===== config.mk =====
export PLATFORM = sky130hd
export DESIGN_NAME = apb4_cmd_requester
export DESIGN_NICKNAME = d
export VERILOG_FILES = /design/src/rtl/apb4_cmd_requester.sv
export SDC_FILE = /design/constraint.sdc
export NUM_CORES = 1
export LEC_CHECK = 0
export ABC_CLOCK_PERIOD_IN_PS = 2700
export CAP_MARGIN = 20
export CORE_MARGIN = 1.5
export CORE_UTILIZATION = 40
export DETAILED_ROUTE_END_ITERATION = 8
export DONT_BUFFER_PORTS = 1
export GPL_TIMING_DRIVEN = 0
export PLACE_DENSITY_LB_ADDON = 0.1
export SLEW_MARGIN = 20
export SYNTH_ARGS = -nofsm -noshare
export SYNTH_HDL_FRONTEND = slang
export SYNTH_SLANG_ARGS = --single-unit

===== constraint.sdc =====
create_clock -name clk -period 2.7 [get_ports clk]
set_input_delay 0.54 -clock clk [delete_from_list [all_inputs] [get_ports clk]]
set_output_delay 0.54 -clock clk [all_outputs]
set_load 0.01 [all_outputs]

===== src/rtl/apb4_cmd_requester.sv =====
// APB4 requester: buffers read/write commands in a small FIFO and executes them
// one at a time as SETUP/ACCESS transfers, returning one response per transfer.
module apb4_cmd_requester #(
    parameter int DATA_WIDTH = 32,
    parameter int ADDR_WIDTH = 32,
    parameter int CMD_DEPTH  = 4,
    parameter int TIMEOUT    = 16
) (
    input  logic                          clk,
    input  logic                          rst_n,
    input  logic                          cmd_valid,
    output logic                          cmd_ready,
    input  logic                          cmd_write,
    input  logic [ADDR_WIDTH-1:0]         cmd_addr,
    input  logic [DATA_WIDTH-1:0]         cmd_wdata,
    input  logic [DATA_WIDTH/8-1:0]       cmd_strb,
    input  logic [2:0]                    cmd_prot,
    output logic                          rsp_valid,
    input  logic                          rsp_ready,
    output logic                          rsp_write,
    output logic [DATA_WIDTH-1:0]         rsp_rdata,
    output logic                          rsp_slverr,
    output logic                          rsp_timeout,
    output logic [$clog2(CMD_DEPTH+1)-1:0] cmd_count,
    output logic                          busy,
    output logic                          PSEL,
    output logic                          PENABLE,
    output logic                          PWRITE,
    output logic [2:0]                    PPROT,
    output logic [ADDR_WIDTH-1:0]         PADDR,
    output logic [DATA_WIDTH-1:0]         PWDATA,
    output logic [DATA_WIDTH/8-1:0]       PSTRB,
    input  logic [DATA_WIDTH-1:0]         PRDATA,
    input  logic                          PREADY,
    input  logic                          PSLVERR
);
    localparam int SW = DATA_WIDTH / 8;
    localparam int PW = $clog2(CMD_DEPTH);
    localparam int CW = $clog2(CMD_DEPTH + 1);
    localparam int TW = (TIMEOUT > 0) ? $clog2(TIMEOUT + 1) : 1;
    localparam int EW = 1 + ADDR_WIDTH + DATA_WIDTH + SW + 3;
    localparam bit TO_EN = (TIMEOUT > 0);

    typedef enum logic [1:0] {IDLE, SETUP, ACCESS} state_t;

    state_t                r_state, w_state_nxt;
    logic [EW-1:0]         r_fifo [CMD_DEPTH];
    logic [PW-1:0]         r_wptr, r_rptr;
    logic [CW-1:0]         r_count;
    logic                  r_rdy_en;
    logic [TW-1:0]         r_tcnt;

    logic                  r_psel, r_penable, r_pwrite;
    logic [2:0]            r_pprot;
    logic [ADDR_WIDTH-1:0] r_paddr;
    logic [DATA_WIDTH-1:0] r_pwdata;
    logic [SW-1:0]         r_pstrb;

    logic                  r_rsp_valid, r_rsp_write, r_rsp_slverr, r_rsp_timeout;
    logic [DATA_WIDTH-1:0] r_rsp_rdata;

    logic                  w_full, w_empty, w_push, w_pop, w_done, w_tmo;
    logic                  w_h_write;
    logic [ADDR_WIDTH-1:0] w_h_addr;
    logic [DATA_WIDTH-1:0] w_h_wdata;
    logic [SW-1:0]         w_h_strb;
    logic [2:0]            w_h_prot;

    // r_rdy_en keeps cmd_ready low until the first edge after reset release.
    assign w_full    = (r_count == CW'(CMD_DEPTH));
    assign w_empty   = (r_count == '0);
    assign cmd_ready = r_rdy_en && !w_full;
    assign w_push    = cmd_valid && cmd_ready;
    assign w_pop     = (r_state == IDLE) && !w_empty && (!r_rsp_valid || rsp_ready);
    assign {w_h_write, w_h_addr, w_h_wdata, w_h_strb, w_h_prot} = r_fifo[r_rptr];

    assign w_done = (r_state == ACCESS) && PREADY;
    // Fires in the cycle the counter would reach TIMEOUT; PREADY=1 takes priority.
    assign w_tmo  = TO_EN && (r_state == ACCESS) && !PREADY && (r_tcnt == TW'(TIMEOUT - 1));

    always_ff @(posedge clk) begin
        if (w_push)
            r_fifo[r_wptr] <= {cmd_write, cmd_addr, cmd_wdata, cmd_strb, cmd_prot};
    end

    always_ff @(posedge clk or negedge rst_n) begin
        if (!rst_n) begin
            r_wptr   <= '0;
            r_rptr   <= '0;
            r_count  <= '0;
            r_rdy_en <= 1'b0;
        end else begin
            r_rdy_en <= 1'b1;
            if (w_push)
                r_wptr <= r_wptr + PW'(1);
            if (w_pop)
                r_rptr <= r_rptr + PW'(1);
            case ({w_push, w_pop})
                2'b10:   r_count <= r_count + CW'(1);
                2'b01:   r_count <= r_count - CW'(1);
                default: r_count <= r_count;
            endcase
        end
    end

    always_ff @(posedge clk or negedge rst_n) begin
        if (!rst_n)
            r_state <= IDLE;
        else
            r_state <= w_state_nxt;
    end

    always_comb begin
        w_state_nxt = r_state;
        case (r_state)
            IDLE:    if (w_pop) w_state_nxt = SETUP;
            SETUP:   w_state_nxt = ACCESS;
            ACCESS:  if (w_done || w_tmo) w_state_nxt = IDLE;
            default: w_state_nxt = IDLE;
        endcase
    end

    always_ff @(posedge clk or negedge rst_n) begin
        if (!rst_n)
            r_tcnt <= '0;
        else if (r_state == SETUP)
            r_tcnt <= '0;
        else if ((r_state == ACCESS) && !PREADY)
            r_tcnt <= r_tcnt + TW'(1);
    end

    // Transfer register: loaded on pop, held through ACCESS, zeroed when idle.
    always_ff @(posedge clk or negedge rst_n) begin
        if (!rst_n) begin
            r_psel    <= 1'b0;
            r_penable <= 1'b0;
            r_pwrite  <= 1'b0;
            r_pprot   <= '0;
            r_paddr   <= '0;
            r_pwdata  <= '0;
            r_pstrb   <= '0;
        end else if (w_pop) begin
            r_psel    <= 1'b1;
            r_penable <= 1'b0;
            r_pwrite  <= w_h_write;
            r_pprot   <= w_h_prot;
            r_paddr   <= w_h_addr;
            r_pwdata  <= w_h_write ? w_h_wdata : '0;
            r_pstrb   <= w_h_write ? w_h_strb : '0;
        end else if (r_state == SETUP) begin
            r_penable <= 1'b1;
        end else if (w_done || w_tmo) begin
            r_psel    <= 1'b0;
            r_penable <= 1'b0;
            r_pwrite  <= 1'b0;
            r_pprot   <= '0;
            r_paddr   <= '0;
            r_pwdata  <= '0;
            r_pstrb   <= '0;
        end
    end

    always_ff @(posedge clk or negedge rst_n) begin
        if (!rst_n) begin
            r_rsp_valid   <= 1'b0;
            r_rsp_write   <= 1'b0;
            r_rsp_rdata   <= '0;
            r_rsp_slverr  <= 1'b0;
            r_rsp_timeout <= 1'b0;
        end else if (w_done) begin
            r_rsp_valid   <= 1'b1;
            r_rsp_write   <= r_pwrite;
            r_rsp_rdata   <= r_pwrite ? '0 : PRDATA;
            r_rsp_slverr  <= PSLVERR;
            r_rsp_timeout <= 1'b0;
        end else if (w_tmo) begin
            r_rsp_valid   <= 1'b1;
            r_rsp_write   <= r_pwrite;
            r_rsp_rdata   <= '0;
            r_rsp_slverr  <= 1'b1;
            r_rsp_timeout <= 1'b1;
        end else if (r_rsp_valid && rsp_ready) begin
            r_rsp_valid   <= 1'b0;
        end
    end

    assign rsp_valid   = r_rsp_valid;
    assign rsp_write   = r_rsp_write;
    assign rsp_rdata   = r_rsp_rdata;
    assign rsp_slverr  = r_rsp_slverr;
    assign rsp_timeout = r_rsp_timeout;
    assign cmd_count   = r_count;
    assign busy        = (r_state != IDLE) || !w_empty || r_rsp_valid;

    assign PSEL    = r_psel;
    assign PENABLE = r_penable;
    assign PWRITE  = r_pwrite;
    assign PPROT   = r_pprot;
    assign PADDR   = r_paddr;
    assign PWDATA  = r_pwdata;
    assign PSTRB   = r_pstrb;

endmodule


==> impl_table.tex <==
\begin{tabular}{lr}
\hline
Metric & Value \\
\hline
\multicolumn{2}{l}{\textbf{Run status}} \\
Outcome & finished, violations left \\
Failing checks & negative hold slack \\
\multicolumn{2}{l}{\textbf{GRT}} \\
Global-route wire length before repair & 56.3 mm \\
GRT Residual Overflow & 0 \\
Initial antenna violation count & 0 \\
Total Routing Usage GR & 18.5\% \\
Largest net degree at the start of global routing & 126 \\
Via count of the first global-routing pass & 8613 \\
\multicolumn{2}{l}{\textbf{STA}} \\
Minimum hold slack & -0.327 ns \\
Hold violation total from the final report & 125 \\
Maximum clock frequency & 392 MHz \\
Setup clock skew after layout & 0.0251 ns \\
Unrepaired setup endpoints after global routing & false \\
Period utilization & 94.5\% \\
Sum of negative setup slack & 0 ns \\
Max-Slew Margin vs Limit & 53.0\% \\
Pins over their slew limit & 0 \\
Final critical delay including setup and external delays & 2.55 ns \\
Slew of the pin with the lowest slew margin & 0.705 ns \\
Final setup violation count & 0 \\
\multicolumn{2}{l}{\textbf{Drt}} \\
Number of remaining DRC errors & 0 \\
Vias per cell & 5.44 \\
Routed vias & 8080 \\
Post-route ant nets & 0 \\
First-iteration detailed-routing DRC count & 485 \\
First-pass detailed-route iteration total & 6 \\
Routed wire length per instance & 25.1 um \\
Post-Route WL & 37.3 mm \\
\multicolumn{2}{l}{\textbf{Critical path}} \\
Origin of the worst setup path & cmd\_count[1]\$\_DFFE\_PN0P\_ \\
Kind of capture point of the worst setup path & output pin \\
Endpoint required time on the critical path & 2.16 ns \\
Launch point of the worst reg-to-reg path & cmd\_count[0]\$\_DFFE\_PN0P\_ \\
Element type at the critical path start & register \\
Critical path arrival & 2.01 ns \\
Highest fanout seen on the critical path & 5 \\
Setup Crit Path Kind & reg -> out \\
\multicolumn{2}{l}{\textbf{Power and ir drop}} \\
Peak supply drop & 0.000539 V \\
Power share of the clock group & 29.4\% \\
Power per cell area & 1150 nW/um\^{}2 \\
Switching pwr & 6660 uW \\
Flop pwr share & 43.6\% \\
Power share of the combinational group & 26.9\% \\
Leakage & 0.00653 uW \\
Internal power of the cells & 14300 uW \\
Net switching fraction of the power & 31.8\% \\
\multicolumn{2}{l}{\textbf{Place}} \\
Port buffer count & 0 \\
GPL Wtd Cong & 0.761 \\
DP Wirelength & 23.5 mm \\
Number of cells in the design after placement & 1401 \\
\multicolumn{2}{l}{\textbf{Flow run}} \\
Total of max-cap violations & 0 \\
\multicolumn{2}{l}{\textbf{Floorplan}} \\
Core Rows & 72 \\
Core area & 38900 um\^{}2 \\
I/O pin cnt & 225 \\
Overall die height & 202 um \\
Die width & 202 um \\
Die outline area & 41000 um\^{}2 \\
Effective utilization at floorplan & 40.9\% \\
\multicolumn{2}{l}{\textbf{Synth}} \\
Synth Cell Area & 15900 um\^{}2 \\
Top FF cell, synth & sky130\_fd\_sc\_hd\_\_edfxtp\_1 \\
Mapped Nets & 997 \\
Top cell type's share of synthesized area & 54.3\% \\
Cell type contributing the most total cell area after synthesis & sky130\_fd\_sc\_hd\_\_edfxtp\_1 \\
Synthesized flop and latch total & 413 \\
Syn. warnings & 0 \\
Dominant cells by area after synthesis & sky130\_fd\_sc\_hd\_\_edfxtp\_1, sky130\_fd\_sc\_hd\_\_dfrtp\_1, sky130\_fd\_sc\_hd\_\_mux4\_2, sky130\_fd\_sc\_hd\_\_o21ai\_0, sky130\_fd\_sc\_hd\_\_mux2i\_1 \\
Syn Inst Count & 879 \\
Fraction of registers with async set or reset after synthesis & 30.3\% \\
Proportion of synthesized chip area in sequential cells & 74.0\% \\
Number of flops mapped to enable cells by yosys & 288 \\
Average footprint of a synthesized cell & 18.1 um\^{}2 \\
Count of distinct cell types in the synthesized netlist & 46 \\
\multicolumn{2}{l}{\textbf{Layout}} \\
Post-Layout Cell Count & 1484 \\
\# diodes & 0 \\
Fraction of final layout cells sized beyond drive strength 1 & 19.8\% \\
Final \#Nets & 1048 \\
Filler Cells Inserted & 3338 \\
Combined flip-flop and latch cell area & 11800 um\^{}2 \\
Footprint of the multi-input gates & 3720 um\^{}2 \\
Synthesis-to-finish area growth & 14.2\% \\
\multicolumn{2}{l}{\textbf{Clock tree}} \\
Post-CTS setup buffer count & 0 \\
Clock sinks & 413 \\
TritonCTS buffer count & 45 \\
Number of H-tree branching levels & 2 \\
Root cell of the clock tree & sky130\_fd\_sc\_hd\_\_clkbuf\_16 \\
Maximum buffer depth of the clock tree & 3 \\
Clock latency of the later-clocked register in the worst-skew pair & 0.58 ns \\
TritonCTS clock tree & yes \\
Clock edge transition at the registers on the reported setup and hold paths & 0.06 ns \\
\multicolumn{2}{l}{\textbf{Min path}} \\
Min-delay worst type & in -> async \\
\hline
\end{tabular}
==> cell usage in the layout (no fill, tap or decap), types with 3 or more instances in the layout <==
cell / netlist / layout
sky130_fd_sc_hd__a21oi_1: 5 / 5
sky130_fd_sc_hd__a22o_1: 34 / 34
sky130_fd_sc_hd__and2_4: 0 / 4
sky130_fd_sc_hd__buf_1: 4 / 4
sky130_fd_sc_hd__buf_16: 0 / 4
sky130_fd_sc_hd__buf_2: 20 / 20
sky130_fd_sc_hd__buf_6: 16 / 16
sky130_fd_sc_hd__bufinv_16: 0 / 3
sky130_fd_sc_hd__clkbuf_1: 23 / 41
sky130_fd_sc_hd__clkbuf_16: 0 / 49
sky130_fd_sc_hd__clkbuf_8: 0 / 4
sky130_fd_sc_hd__clkinv_2: 0 / 4
sky130_fd_sc_hd__dfrtp_1: 125 / 125
sky130_fd_sc_hd__edfxtp_1: 288 / 288
sky130_fd_sc_hd__ha_1: 7 / 7
sky130_fd_sc_hd__inv_1: 12 / 12
sky130_fd_sc_hd__mux2i_1: 37 / 37
sky130_fd_sc_hd__mux4_2: 72 / 72
sky130_fd_sc_hd__nand2_1: 40 / 40
sky130_fd_sc_hd__nand4_1: 37 / 37
sky130_fd_sc_hd__nor2_1: 6 / 6
sky130_fd_sc_hd__o21ai_0: 77 / 77
sky130_fd_sc_hd__o21ai_1: 32 / 32
sky130_fd_sc_hd__o2bb2ai_1: 4 / 4
sky130_fd_sc_hd__xnor2_1: 5 / 5
==> logic make-up after synthesis <==
logic type	after synthesis	share of synthesized area, %
compound gates	159	6.07
simple gates	104	3.52
xor+xnor	6	0.330
mux	111	12.7
other cells	1	0.0236
flops	413	74.0
fa+ha+maj	8	0.676
buf+inv	77	2.75
==> metal layers <==
metal / vias up / track usage (%) / part of all wire, %
li1: 3569 / - / -
met1: 4229 / 23.5 / 41
met2: 234 / 29.9 / 48
met3: 48 / 6.76 / 8.3
met4: 0 / 5.45 / 2.1
met5: - / 0 / 0
==> registers in the layout, indices dropped and copies added, names as in the netlist, 3 cells and up <==
signal,cells
PPROT,3
r_tcnt,5
PADDR,32
PSTRB,4
cmd_count,3
r_fifo,288
rsp_rdata,32
PWDATA,32
==> power by group through the flow <==
stage               sequential, uW  combinational (uW)  clock (uW)
CTS                           9190                5810        6330
floorplan                     8970                4280           0
global route                  9300                6250        6580
global placement              9320                5670           0
detailed placement            9310                5780           0
finish                        9150                5640        6170
==> cell type report <==
| type | count | area share [%] |
|---|---|---|
| buffer | 64 | 2.15 |
| clock buffer | 72 | 7.44 |
| clock inverter | 11 | 0.736 |
| inverter | 13 | 0.268 |
| multi-input combinational | 389 | 20.5 |
| sequential | 413 | 64.8 |
| tap | 518 | 3.57 |
| timing repair buffer | 4 | 0.606 |
==> final timing paths <==
path / endpoint / slack, ns / depth (start not counted)
max: busy / 0.15 / 2
max reg2reg: cmd_count[2]$_DFFE_PN0P_ / 0.29 / 11
max in group asynchronous: PWDATA[5]$_DFFE_PN0P_ / 2.86 / 0
min in group clk: r_fifo[3][0]$_DFFE_PP_ / 0.05 / 0
min: r_rdy_en$_DFF_PN0_ / -0.33 / 0
min reg2reg: r_tcnt[4]$_DFFE_PN0P_ / 0.52 / 1
==> synth_stat cells (16+ instances only) <==
library cell               instances
sky130_fd_sc_hd__edfxtp_1        288
sky130_fd_sc_hd__dfrtp_1         125
sky130_fd_sc_hd__o21ai_0          77
sky130_fd_sc_hd__mux4_2           72
sky130_fd_sc_hd__nand2_1          40
sky130_fd_sc_hd__mux2i_1          37
sky130_fd_sc_hd__nand4_1          37
sky130_fd_sc_hd__a22o_1           34
sky130_fd_sc_hd__o21ai_1          32
sky130_fd_sc_hd__clkbuf_1         23
sky130_fd_sc_hd__buf_2            20
sky130_fd_sc_hd__buf_6            16
==> through the flow <==
step | instance area, um^2 | power [uW] | setup WS (ns) | util (%)
2_1_floorplan | 15900 | 13200 | 0.531 | -
3_3_place_gp | 16600 | 15000 | -0.453 | 42.6
3_5_place_dp | 16700 | 15100 | -0.0661 | 42.9
4_1_cts | 18200 | 21300 | 0.0935 | 46.7
5_1_grt | 18200 | 22100 | 0.0860 | 46.7
6_report | 18200 | 21000 | 0.149 | 46.7
==> timing repair <==
item | 4_1_cts | 5_1_grt
gates resized for setup | 1 | 2
endpoints found under the hold margin | 125 | 125
pin swaps | 0 | 0
endpoints found under the setup margin | 10 | 1
==> critical path: stages (launching register included) <==
cell                      delay (ns)
sky130_fd_sc_hd__dfrtp_1        0.46
sky130_fd_sc_hd__or3_4          0.47
sky130_fd_sc_hd__or4_1          0.51
Note: power is estimated with default switching activity, not from simulation.
